## config.mk

```make
export PLATFORM = sky130hd
export DESIGN_NAME = id_operand_pipe
export DESIGN_NICKNAME = d
export VERILOG_FILES = /design/src/rtl/id_operand_pipe_pkg.sv /design/src/rtl/id_operand_pipe_bypass.sv /design/src/rtl/id_operand_pipe.sv
export SDC_FILE = /design/constraint.sdc
export NUM_CORES = 1
export LEC_CHECK = 0
export CORE_UTILIZATION = 42
export CTS_CLUSTER_DIAMETER = 100
export DETAILED_ROUTE_END_ITERATION = 16
export PLACE_DENSITY_LB_ADDON = 0.08
export SLEW_MARGIN = 25
export SYNTH_ARGS = -nofsm -noshare
export SYNTH_HDL_FRONTEND = slang
export SYNTH_SLANG_ARGS = --single-unit
```

## constraint.sdc

```tcl
create_clock -name clk -period 3 [get_ports clk]
set_input_delay 0.6 -clock clk [delete_from_list [all_inputs] [get_ports clk]]
set_output_delay 0.6 -clock clk [all_outputs]
set_load 0.01 [all_outputs]
```

## src/rtl/id_operand_pipe_pkg.sv

```systemverilog
// id_operand_pipe_pkg: shared NOP encodings, zero word and FSM state type for the ID/EX operand pipe.
package id_operand_pipe_pkg;
   localparam logic [7:0]  EXE_NOP_OP  = 8'b0000_0000;
   localparam logic [2:0]  EXE_RES_NOP = 3'b000;
   localparam logic [31:0] ZeroWord    = 32'h0000_0000;
   typedef enum logic {RUN = 1'b0, STALL = 1'b1} state_t;
endpackage

```

## src/rtl/id_operand_pipe_bypass.sv

```systemverilog
// operand_bypass: resolves one operand through prioritised forwarding sources and flags load-use hazards.
module operand_bypass import id_operand_pipe_pkg::*; #(
   parameter int DATA_W  = 32,
   parameter int RADDR_W = 5,
   parameter int NUM_FWD = 2
) (
   input  logic                       rd,
   input  logic [RADDR_W-1:0]         addr,
   input  logic [DATA_W-1:0]          data,
   input  logic [DATA_W-1:0]          imm,
   input  logic [NUM_FWD-1:0]         fwd_wreg,
   input  logic [NUM_FWD*RADDR_W-1:0] fwd_wd,
   input  logic [NUM_FWD*DATA_W-1:0]  fwd_wdata,
   input  logic [NUM_FWD-1:0]         fwd_pending,
   output logic [DATA_W-1:0]          opnd,
   output logic                       hazard
);
   // Scan oldest to youngest so the youngest matching source overwrites the rest.
   always_comb begin
      opnd   = data;
      hazard = 1'b0;
      for (int i = NUM_FWD - 1; i >= 0; i--)
         if (fwd_wreg[i] && fwd_wd[i*RADDR_W +: RADDR_W] == addr) begin
            opnd   = fwd_wdata[i*DATA_W +: DATA_W];
            hazard = fwd_pending[i];
         end
      if (!rd || addr == '0) begin
         opnd   = rd ? DATA_W'(ZeroWord) : imm;
         hazard = 1'b0;
      end
   end
endmodule

```

## src/rtl/id_operand_pipe.sv

```systemverilog
// id_operand_pipe: decode-stage operand resolution with forwarding, load-use interlock and ID/EX register.
module id_operand_pipe import id_operand_pipe_pkg::*; #(
   parameter int DATA_W   = 32,
   parameter int RADDR_W  = 5,
   parameter int NUM_FWD  = 2,
   parameter int ALUOP_W  = 8,
   parameter int ALUSEL_W = 3,
   parameter int CNT_W    = 16
) (
   input  logic                       clk,
   input  logic                       rst,
   input  logic                       id_valid_i,
   output logic                       id_ready_o,
   input  logic                       reg1_read_i,
   input  logic                       reg2_read_i,
   input  logic [RADDR_W-1:0]         reg1_addr_i,
   input  logic [RADDR_W-1:0]         reg2_addr_i,
   input  logic [DATA_W-1:0]          reg1_data_i,
   input  logic [DATA_W-1:0]          reg2_data_i,
   input  logic [DATA_W-1:0]          imm_i,
   input  logic [ALUOP_W-1:0]         aluop_i,
   input  logic [ALUSEL_W-1:0]        alusel_i,
   input  logic [RADDR_W-1:0]         wd_i,
   input  logic                       wreg_i,
   input  logic [NUM_FWD-1:0]         fwd_wreg_i,
   input  logic [NUM_FWD*RADDR_W-1:0] fwd_wd_i,
   input  logic [NUM_FWD*DATA_W-1:0]  fwd_wdata_i,
   input  logic [NUM_FWD-1:0]         fwd_pending_i,
   input  logic                       flush_i,
   input  logic                       ex_ready_i,
   output logic                       ex_valid_o,
   output logic [ALUOP_W-1:0]         ex_aluop_o,
   output logic [ALUSEL_W-1:0]        ex_alusel_o,
   output logic [DATA_W-1:0]          ex_reg1_o,
   output logic [DATA_W-1:0]          ex_reg2_o,
   output logic [RADDR_W-1:0]         ex_wd_o,
   output logic                       ex_wreg_o,
   output logic                       hazard_o,
   output logic [CNT_W-1:0]           stall_cnt_o
);
   logic [DATA_W-1:0] op1, op2;
   logic              hz1, hz2;
   state_t            state, state_nxt;
   operand_bypass #(.DATA_W(DATA_W), .RADDR_W(RADDR_W), .NUM_FWD(NUM_FWD)) u_op1 (
      .rd(reg1_read_i), .addr(reg1_addr_i), .data(reg1_data_i), .imm(imm_i),
      .fwd_wreg(fwd_wreg_i), .fwd_wd(fwd_wd_i), .fwd_wdata(fwd_wdata_i),
      .fwd_pending(fwd_pending_i), .opnd(op1), .hazard(hz1));
   operand_bypass #(.DATA_W(DATA_W), .RADDR_W(RADDR_W), .NUM_FWD(NUM_FWD)) u_op2 (
      .rd(reg2_read_i), .addr(reg2_addr_i), .data(reg2_data_i), .imm(imm_i),
      .fwd_wreg(fwd_wreg_i), .fwd_wd(fwd_wd_i), .fwd_wdata(fwd_wdata_i),
      .fwd_pending(fwd_pending_i), .opnd(op2), .hazard(hz2));
   assign hazard_o   = id_valid_i & (hz1 | hz2);
   assign id_ready_o = ~flush_i & ~hazard_o & (~ex_valid_o | ex_ready_i);
   assign state_nxt  = (state == RUN) ? ((hazard_o && !flush_i) ? STALL : RUN)
                                      : ((!hazard_o || flush_i) ? RUN : STALL);
   always_ff @(posedge clk or negedge rst)
      if (!rst) begin
         state       <= RUN;
         stall_cnt_o <= '0;
         ex_valid_o  <= 1'b0;
         ex_aluop_o  <= '0;
         ex_alusel_o <= '0;
         ex_reg1_o   <= '0;
         ex_reg2_o   <= '0;
         ex_wd_o     <= '0;
         ex_wreg_o   <= 1'b0;
      end else begin
         state <= state_nxt;
         if (state_nxt == STALL && stall_cnt_o != '1)
            stall_cnt_o <= stall_cnt_o + CNT_W'(1);
         // Flush and empty cycles share the NOP bubble; a blocked slot holds.
         if (flush_i || !ex_valid_o || ex_ready_i) begin
            if (!flush_i && id_valid_i && id_ready_o) begin
               ex_valid_o  <= 1'b1;
               ex_aluop_o  <= aluop_i;
               ex_alusel_o <= alusel_i;
               ex_reg1_o   <= op1;
               ex_reg2_o   <= op2;
               ex_wd_o     <= wd_i;
               ex_wreg_o   <= wreg_i;
            end else begin
               ex_valid_o  <= 1'b0;
               ex_aluop_o  <= ALUOP_W'(EXE_NOP_OP);
               ex_alusel_o <= ALUSEL_W'(EXE_RES_NOP);
               ex_wreg_o   <= 1'b0;
            end
         end
      end
endmodule

```

==> flow_summary.yaml, run 1 <==
worst_setup_path:
  r2r-end: "stall_cnt_o[1]"
  critPathKind: "primary input to primary output"
  worstReg2RegStart: "stall_cnt_o[3]"
  crit_buf_inv: 2
  required_ns: 2.40
  crit_chain: "dlygate4sd2_1 -> or4_4 -> o21a_1 -> a32o_2 -> and2_4 -> nor3b_2 -> buf_2"
  reg2reg_slack_ns: 0.76
  end_kind: "primary output"
  cp-start-kind: "primary input"
  cp_top_family: "simple AND/OR/NAND/NOR gates"
  path_max_fanout: 3
  critPathArrivalTime_ns: 2.32
  crit_slowest_cell: "or4_4"
  slowest_delay_ns: 0.54
  worst-r2r-cell-count: 5
drt:
  dr.first_iter.drc_count: 387
  vias: 6570
  antenna_left: 0
  routed_wl_mm: 23.06
  wl_per_cell_um: 19.88
  viasPerCell: 5.664
  wl_met3_mm: 1.933
  drcViolationCount: 0
  dr_wl_met2_mm: 11.18
  first_pass_iters: 5
  met1_length_mm: 9.191
  top_layer_used: "met4"
layout:
  syn_to_final_growth_pct: 57.54
  multi_input_area_mm2: 0.003643
  utilization: 0.6736
  regArea_mm2: 0.002452
  fill_cells: 1212
  nNetsFinal: 1175
  drive_gt1_frac: 0.1524
clock_tree:
  cts_root_buffer: "clkbuf_16"
  clk_path_buf_depth: 2
  cts_tree: "done"
  h-tree-depth: 3
  clock_latency_ns: 0.35
  clk_pin_slew_ns: 0.07
  clock-sinks: 98
  numCtsBuffers: 9
timing:
  fin_setup_tns_ns: 0
  maxSlewHeadroom: 0.4549
  hold_viol: 0
  worst_clock_skew_ns: 0.005642
  clock.fmax_mhz: 342.2
  finalCritPeriodShare: 0.9740
  tightest_slew_ns: 0.8146
  slew_violations: 0
  timing.final.crit_period_ns: 2.922
  rsz0062_at_grt: "no"
  setup_viol: 0
synthesis:
  yosysTopAreaCell: "dfrtp_1"
  yosysTopAreaCellShare: 0.3787
  yosysSeqAreaShare: 0.3787
  synth.yosys.warnings: 0
  synth_seq_cells: 98
  yosysUniqueCellTypes: 35
  synth_ff_type: "dfrtp_1"
  synthArstFlopShare: 1.000
  postSynthAreaPerCell_um2: 9.812
  synth_edf_count: 0
  syn_area_mm2: 0.006476
  postSynthCellCount: 660
  synthesis.nets: 869
  synth.area.top_cells: "dfrtp_1 38%, mux2_4 16%, nand2_1 6.0%"
floorplanning:
  initial_core_util: 0.4276
  core_area_mm2: 0.01515
  num_rows: 45
  dieArea_mm2: 0.01592
  ios: 308
  die_h_um: 126.2
  die-width_um: 126.2
global_route:
  grt_pass1_vias: 6774
  grt_pass1_wl_mm: 36.00
  overflow: 0
  grt_antenna_before_repair: 1
  grt_use_total: 0.2913
  grt_max_degree: 65
pwr:
  peakVddDrop_v: 0.0002927
  clkPwrFrac: 0.264
  power.switching_uw: 1259
  p_seq_frac: 0.374
  power_density_mw_per_mm2: 441.2
  p_sw_frac: 0.2796
  power_frac_comb: 0.361
  p_int_uw: 3242
  p_leak_uw: 0.004356
placement:
  gp_congestion: 0.9215
  port_buffers: 307
  place_hpwl_mm: 16.38
run_status:
  status: "complete, no violations"
flow_run:
  cap_violations: 0
worst_hold_path:
  min_path_type: "primary input to async pin"
-- layout by cell type, fill, tap and decap left out, types with 10 or more instances in the layout --
master / instances
clkdlybuf4s50_1: 287
nand2_1: 104
dfrtp_1: 98
mux2_4: 68
o21ai_0: 65
and3_1: 44
inv_1: 33
o22ai_1: 33
mux2i_1: 32
o221ai_1: 32
buf_4: 30
xnor2_1: 17
xor2_1: 14
nand4_1: 14
a22o_1: 12
buf_12: 10
-- synthesized netlist by cell type (14+ instances only) --
| master | n |
|---|---|
| o21ai_0 | 65 |
| o221ai_1 | 32 |
| mux2_4 | 68 |
| nand4_1 | 14 |
| inv_1 | 33 |
| clkbuf_1 | 42 |
| o22ai_1 | 33 |
| dfrtp_1 | 98 |
| mux2i_1 | 32 |
| xor2_1 | 14 |
| nand2_1 | 104 |
| and3_1 | 44 |
| xnor2_1 | 19 |
-- kinds of logic after synthesis --
| kind of cell | share of synthesized area |
|---|---|
| simple gates | 0.1459 |
| compound gates | 0.1468 |
| mux | 0.2141 |
| flops | 0.3787 |
| buf+inv | 0.06801 |
| xor+xnor | 0.04463 |
| fa+ha+maj | 0.001932 |
-- layer usage --
metal	up-vias	track usage
li1	2993	-
met1	3143	0.3536
met2	372	0.4966
met3	62	0.06967
met4	0	0.1169
met5	-	0
-- stage by stage --
step	cells	setup slack, ns	cell area, um2	total power, uW	hold slack [ns]
finish	1160	0.07799	10200	4501	0.3138
global placement	1140	-0.6412	9868	3293	0.4804
global route	1160	0.007539	10200	4699	0.3608
detailed placement	1140	-0.6623	9868	3320	0.4847
CTS	1159	0.008103	10200	4534	0.3470
floorplan	660	0.09349	6476	2374	0.3044
-- cell type report --
cell class / count / share of cell area
clock buffers: 12 / 0.02416
well taps: 188 / 0.02306
diodes: 1 / 0.0002453
flip-flops and latches: 98 / 0.2404
inverters: 33 / 0.01214
multi-input cells: 478 / 0.3571
repair buffers: 346 / 0.3379
clock inverters: 4 / 0.005028
-- timing repair --
| item | in CTS | in global routing |
|---|---|---|
| setup buffers | 3 | 0 |
| resized for setup | 26 | 20 |
| hold buffers | 0 | 0 |
| pin swaps | 7 | 15 |
| setup endpoints to repair | 2 | 2 |
-- power groups by stage --
stage / combinational (uW) / clock (uW) / sequential (uW)
3_3_place_gp: 1600 / 0 / 1700
3_5_place_dp: 1620 / 0 / 1700
4_1_cts: 1630 / 1220 / 1690
6_report: 1630 / 1190 / 1690
2_1_floorplan: 586 / 0 / 1790
5_1_grt: 1720 / 1270 / 1710
-- registers in the layout, indices dropped and copies added (netlist names) --
register     count
ex_reg1_o       32
ex_reg2_o       32
stall_cnt_o     16
ex_aluop_o       8
ex_wd_o          5
ex_alusel_o      3
ex_valid_o       1
ex_wreg_o        1
-- how the worst max path moves through the flow --
stage | startpoint | end | slack, ns | cells past startpoint
global placement | reg1_addr_i[2] | id_ready_o | -0.64 | 8
detailed placement | reg1_addr_i[2] | id_ready_o | -0.66 | 8
CTS | reg1_addr_i[4] | id_ready_o | 0.008 | 8
global route | fwd_wd_i[3] | id_ready_o | 0.008 | 9
floorplan | reg1_addr_i[1] | id_ready_o | 0.09 | 7
finish | reg2_addr_i[1] | id_ready_o | 0.08 | 7
No activity file was read; power rests on OpenSTA's default activity.
==> inputs of run 2 (changes only) <==
CAP_MARGIN = 0   (was not set)
CTS_CLUSTER_SIZE = 25   (was not set)
==> results of run 2 <==
Same layout as run 1: the final DEF is identical, and so are final timing and power.
==> inputs of run 3 (changes only) <==
HOLD_SLACK_MARGIN = 0.1   (was not set)
RECOVER_POWER = 100   (was not set)
SLEW_MARGIN = not set   (was 25)
==> run 3 against run 2 <==
Net effect:
- the flow now finishes with violations (capacitance limit, slew limit)
- global-route usage did not move
- via count decreased by 0.91%
- non-clock buffer count is the same
- cell count stayed put
- critical path type is now primary input to flip-flop
- largest power group unchanged
- highest routed layer unchanged
==> flow_summary.yaml, run 3 (same netlist as run 1, synthesis figures left out) <==
timing:
  slew_violations: 59
  worst_clock_skew_ns: 0.006260
  tightest_slew_ns: 1.527
  finalCritPeriodShare: 0.9769
  timing.final.crit_period_ns: 2.931
  hold_viol: 0
  finalHoldWorstSlack_ns: 0.4801
  fin_setup_tns_ns: 0
  rsz0062_at_grt: "no"
  setup_viol: 0
  clock.fmax_mhz: 341.2
  maxSlewHeadroom: -0.01800
layout:
  fin_cells: 1160
  final_cell_mix: "189 x clkdlybuf4s50_1, 104 x nand2_1, 98 x dfrtp_1, 98 x dlygate4sd3_1, 65 x o21ai_0"
  syn_to_final_growth_pct: 53.65
  fill_cells: 1288
  top_regs: "ex_reg1_o x32, ex_reg2_o x32, stall_cnt_o x16"
  drive_gt1_frac: 0.09681
  layout_commonest_cell: "clkdlybuf4s50_1"
  fin_area_mm2: 0.009951
  nNetsFinal: 1175
worst_hold_path:
  min_path_type: "flip-flop to flip-flop"
worst_setup_path:
  critPathKind: "primary input to flip-flop"
  crit_chain: "dlygate4sd2_1 -> or4_4 -> o21a_1 -> a32o_2 -> buf_4 -> nor2_2 -> clkbuf_2 -> mux2_4"
  end_kind: "flip-flop"
  cp-start-kind: "primary input"
  slowest_delay_ns: 0.54
  path_max_fanout: 17
  required_ns: 3.23
  critPathArrivalTime_ns: 3.17
  crit_buf_inv: 3
  cp_top_family: "buffers and inverters"
  crit_slowest_cell: "or4_4"
pwr:
  power_density_mw_per_mm2: 426.5
  p_leak_uw: 0.004323
  peakVddDrop_v: 0.0002913
  finalPower_uw: 4244
clock_tree:
  clock_latency_ns: 0.35
  cts_root_buffer: "clkbuf_16"
  cts_tree: "done"
  numCtsBuffers: 9
  postCtsHoldBufs: 0
  h-tree-depth: 3
  clock-sinks: 98
  clk_path_buf_depth: 2
  clk_pin_slew_ns: 0.07
run_status:
  violations: "capacitance limit, slew limit"
  status: "finished with violations"
drt:
  dr.first_iter.drc_count: 332
  routed_wl_mm: 22.88
  wl_per_cell_um: 19.72
  antenna_left: 0
  viasPerCell: 5.612
  first_pass_iters: 6
  drcViolationCount: 0
  vias: 6510
global_route:
  overflow: 0
  grt_antenna_before_repair: 1
  grt_max_degree: 65
  grt_use_total: 0.2913
  grt_pass1_wl_mm: 36.00
  grt_pass1_vias: 6774
placement:
  dpl.cell_count: 1140
  port_buffers: 307
  placed_area_mm2: 0.009868
  gp_congestion: 0.9215
  place_hpwl_mm: 16.38
floorplanning:
  ios: 308
  core_area_mm2: 0.01515
  initial_core_util: 0.4276
  die_h_um: 126.2
  die-width_um: 126.2
  num_rows: 45
  dieArea_mm2: 0.01592
flow_run:
  cap_violations: 1
[run 3: cell type report]
class	count	area (um2)	share of cell area
diodes	1	2.502	0.0002515
clock buffers	12	246.5	0.02477
clock inverters	4	51.30	0.005155
inverters	33	123.9	0.01245
multi-input cells	478	3435	0.3452
flip-flops and latches	98	2452	0.2464
well taps	188	235.2	0.02364
repair buffers	346	3405	0.3421
[run 3: worst paths after layout]
path | slack, ns | depth (start not counted) | endpoint | start
worst max-delay path | 0.07 | 8 | ex_reg1_o[7] | reg2_addr_i[1]
worst min-delay path | 0.48 | 1 | ex_reg2_o[26] | ex_reg2_o[26]
worst max register to register | 0.75 | 5 | stall_cnt_o[1] | stall_cnt_o[3]
worst min register to register | 0.48 | 1 | ex_reg2_o[26] | ex_reg2_o[26]
max in group asynchronous | 0.61 | 2 | ex_reg1_o[13] | rst
min in group asynchronous | 0.60 | 1 | ex_reg1_o[6] | rst
[run 3: worst register-to-register path, delay by kind of cell, from the launching register on]
family	cells	cell delay, ns
AND/OR/NAND/NOR	4	1.45
flip-flops	1	0.43
multiplexers	1	0.27
[run 3: metal layers]
layer  GRT usage  wire length (um)  vias to the layer above
met1      0.3536              9230                     3125
met2      0.4966             11190                      334
met5           0                 0                        -
li1            -                 -                     3001
met3     0.06967              1755                       50
met4      0.1169               706                        0
[run 3: where the power goes]
part / switching, uW / internal [uW]
Combinational: 581 / 814
Sequential: 123 / 1540
Clock: 515 / 671
Total: 1220 / 3030
[run 3: metrics by stage]
stage / setup WS [ns] / utilization
after global routing: 0.006142 / 0.6570
after detailed placement: -0.6623 / 0.6515
after floorplan: 0.09349 / -
after CTS: 0.008103 / 0.6738
final: 0.06924 / 0.6570
after global placement: -0.6412 / 0.6515
[run 3: repair_timing]
| item | in CTS | in global routing |
|---|---|---|
| setup buffers | 3 | 0 |
| gates resized for setup | 26 | 20 |
| pin swaps | 7 | 15 |
| cloned | 0 | 0 |
| setup endpoints to repair | 2 | 2 |
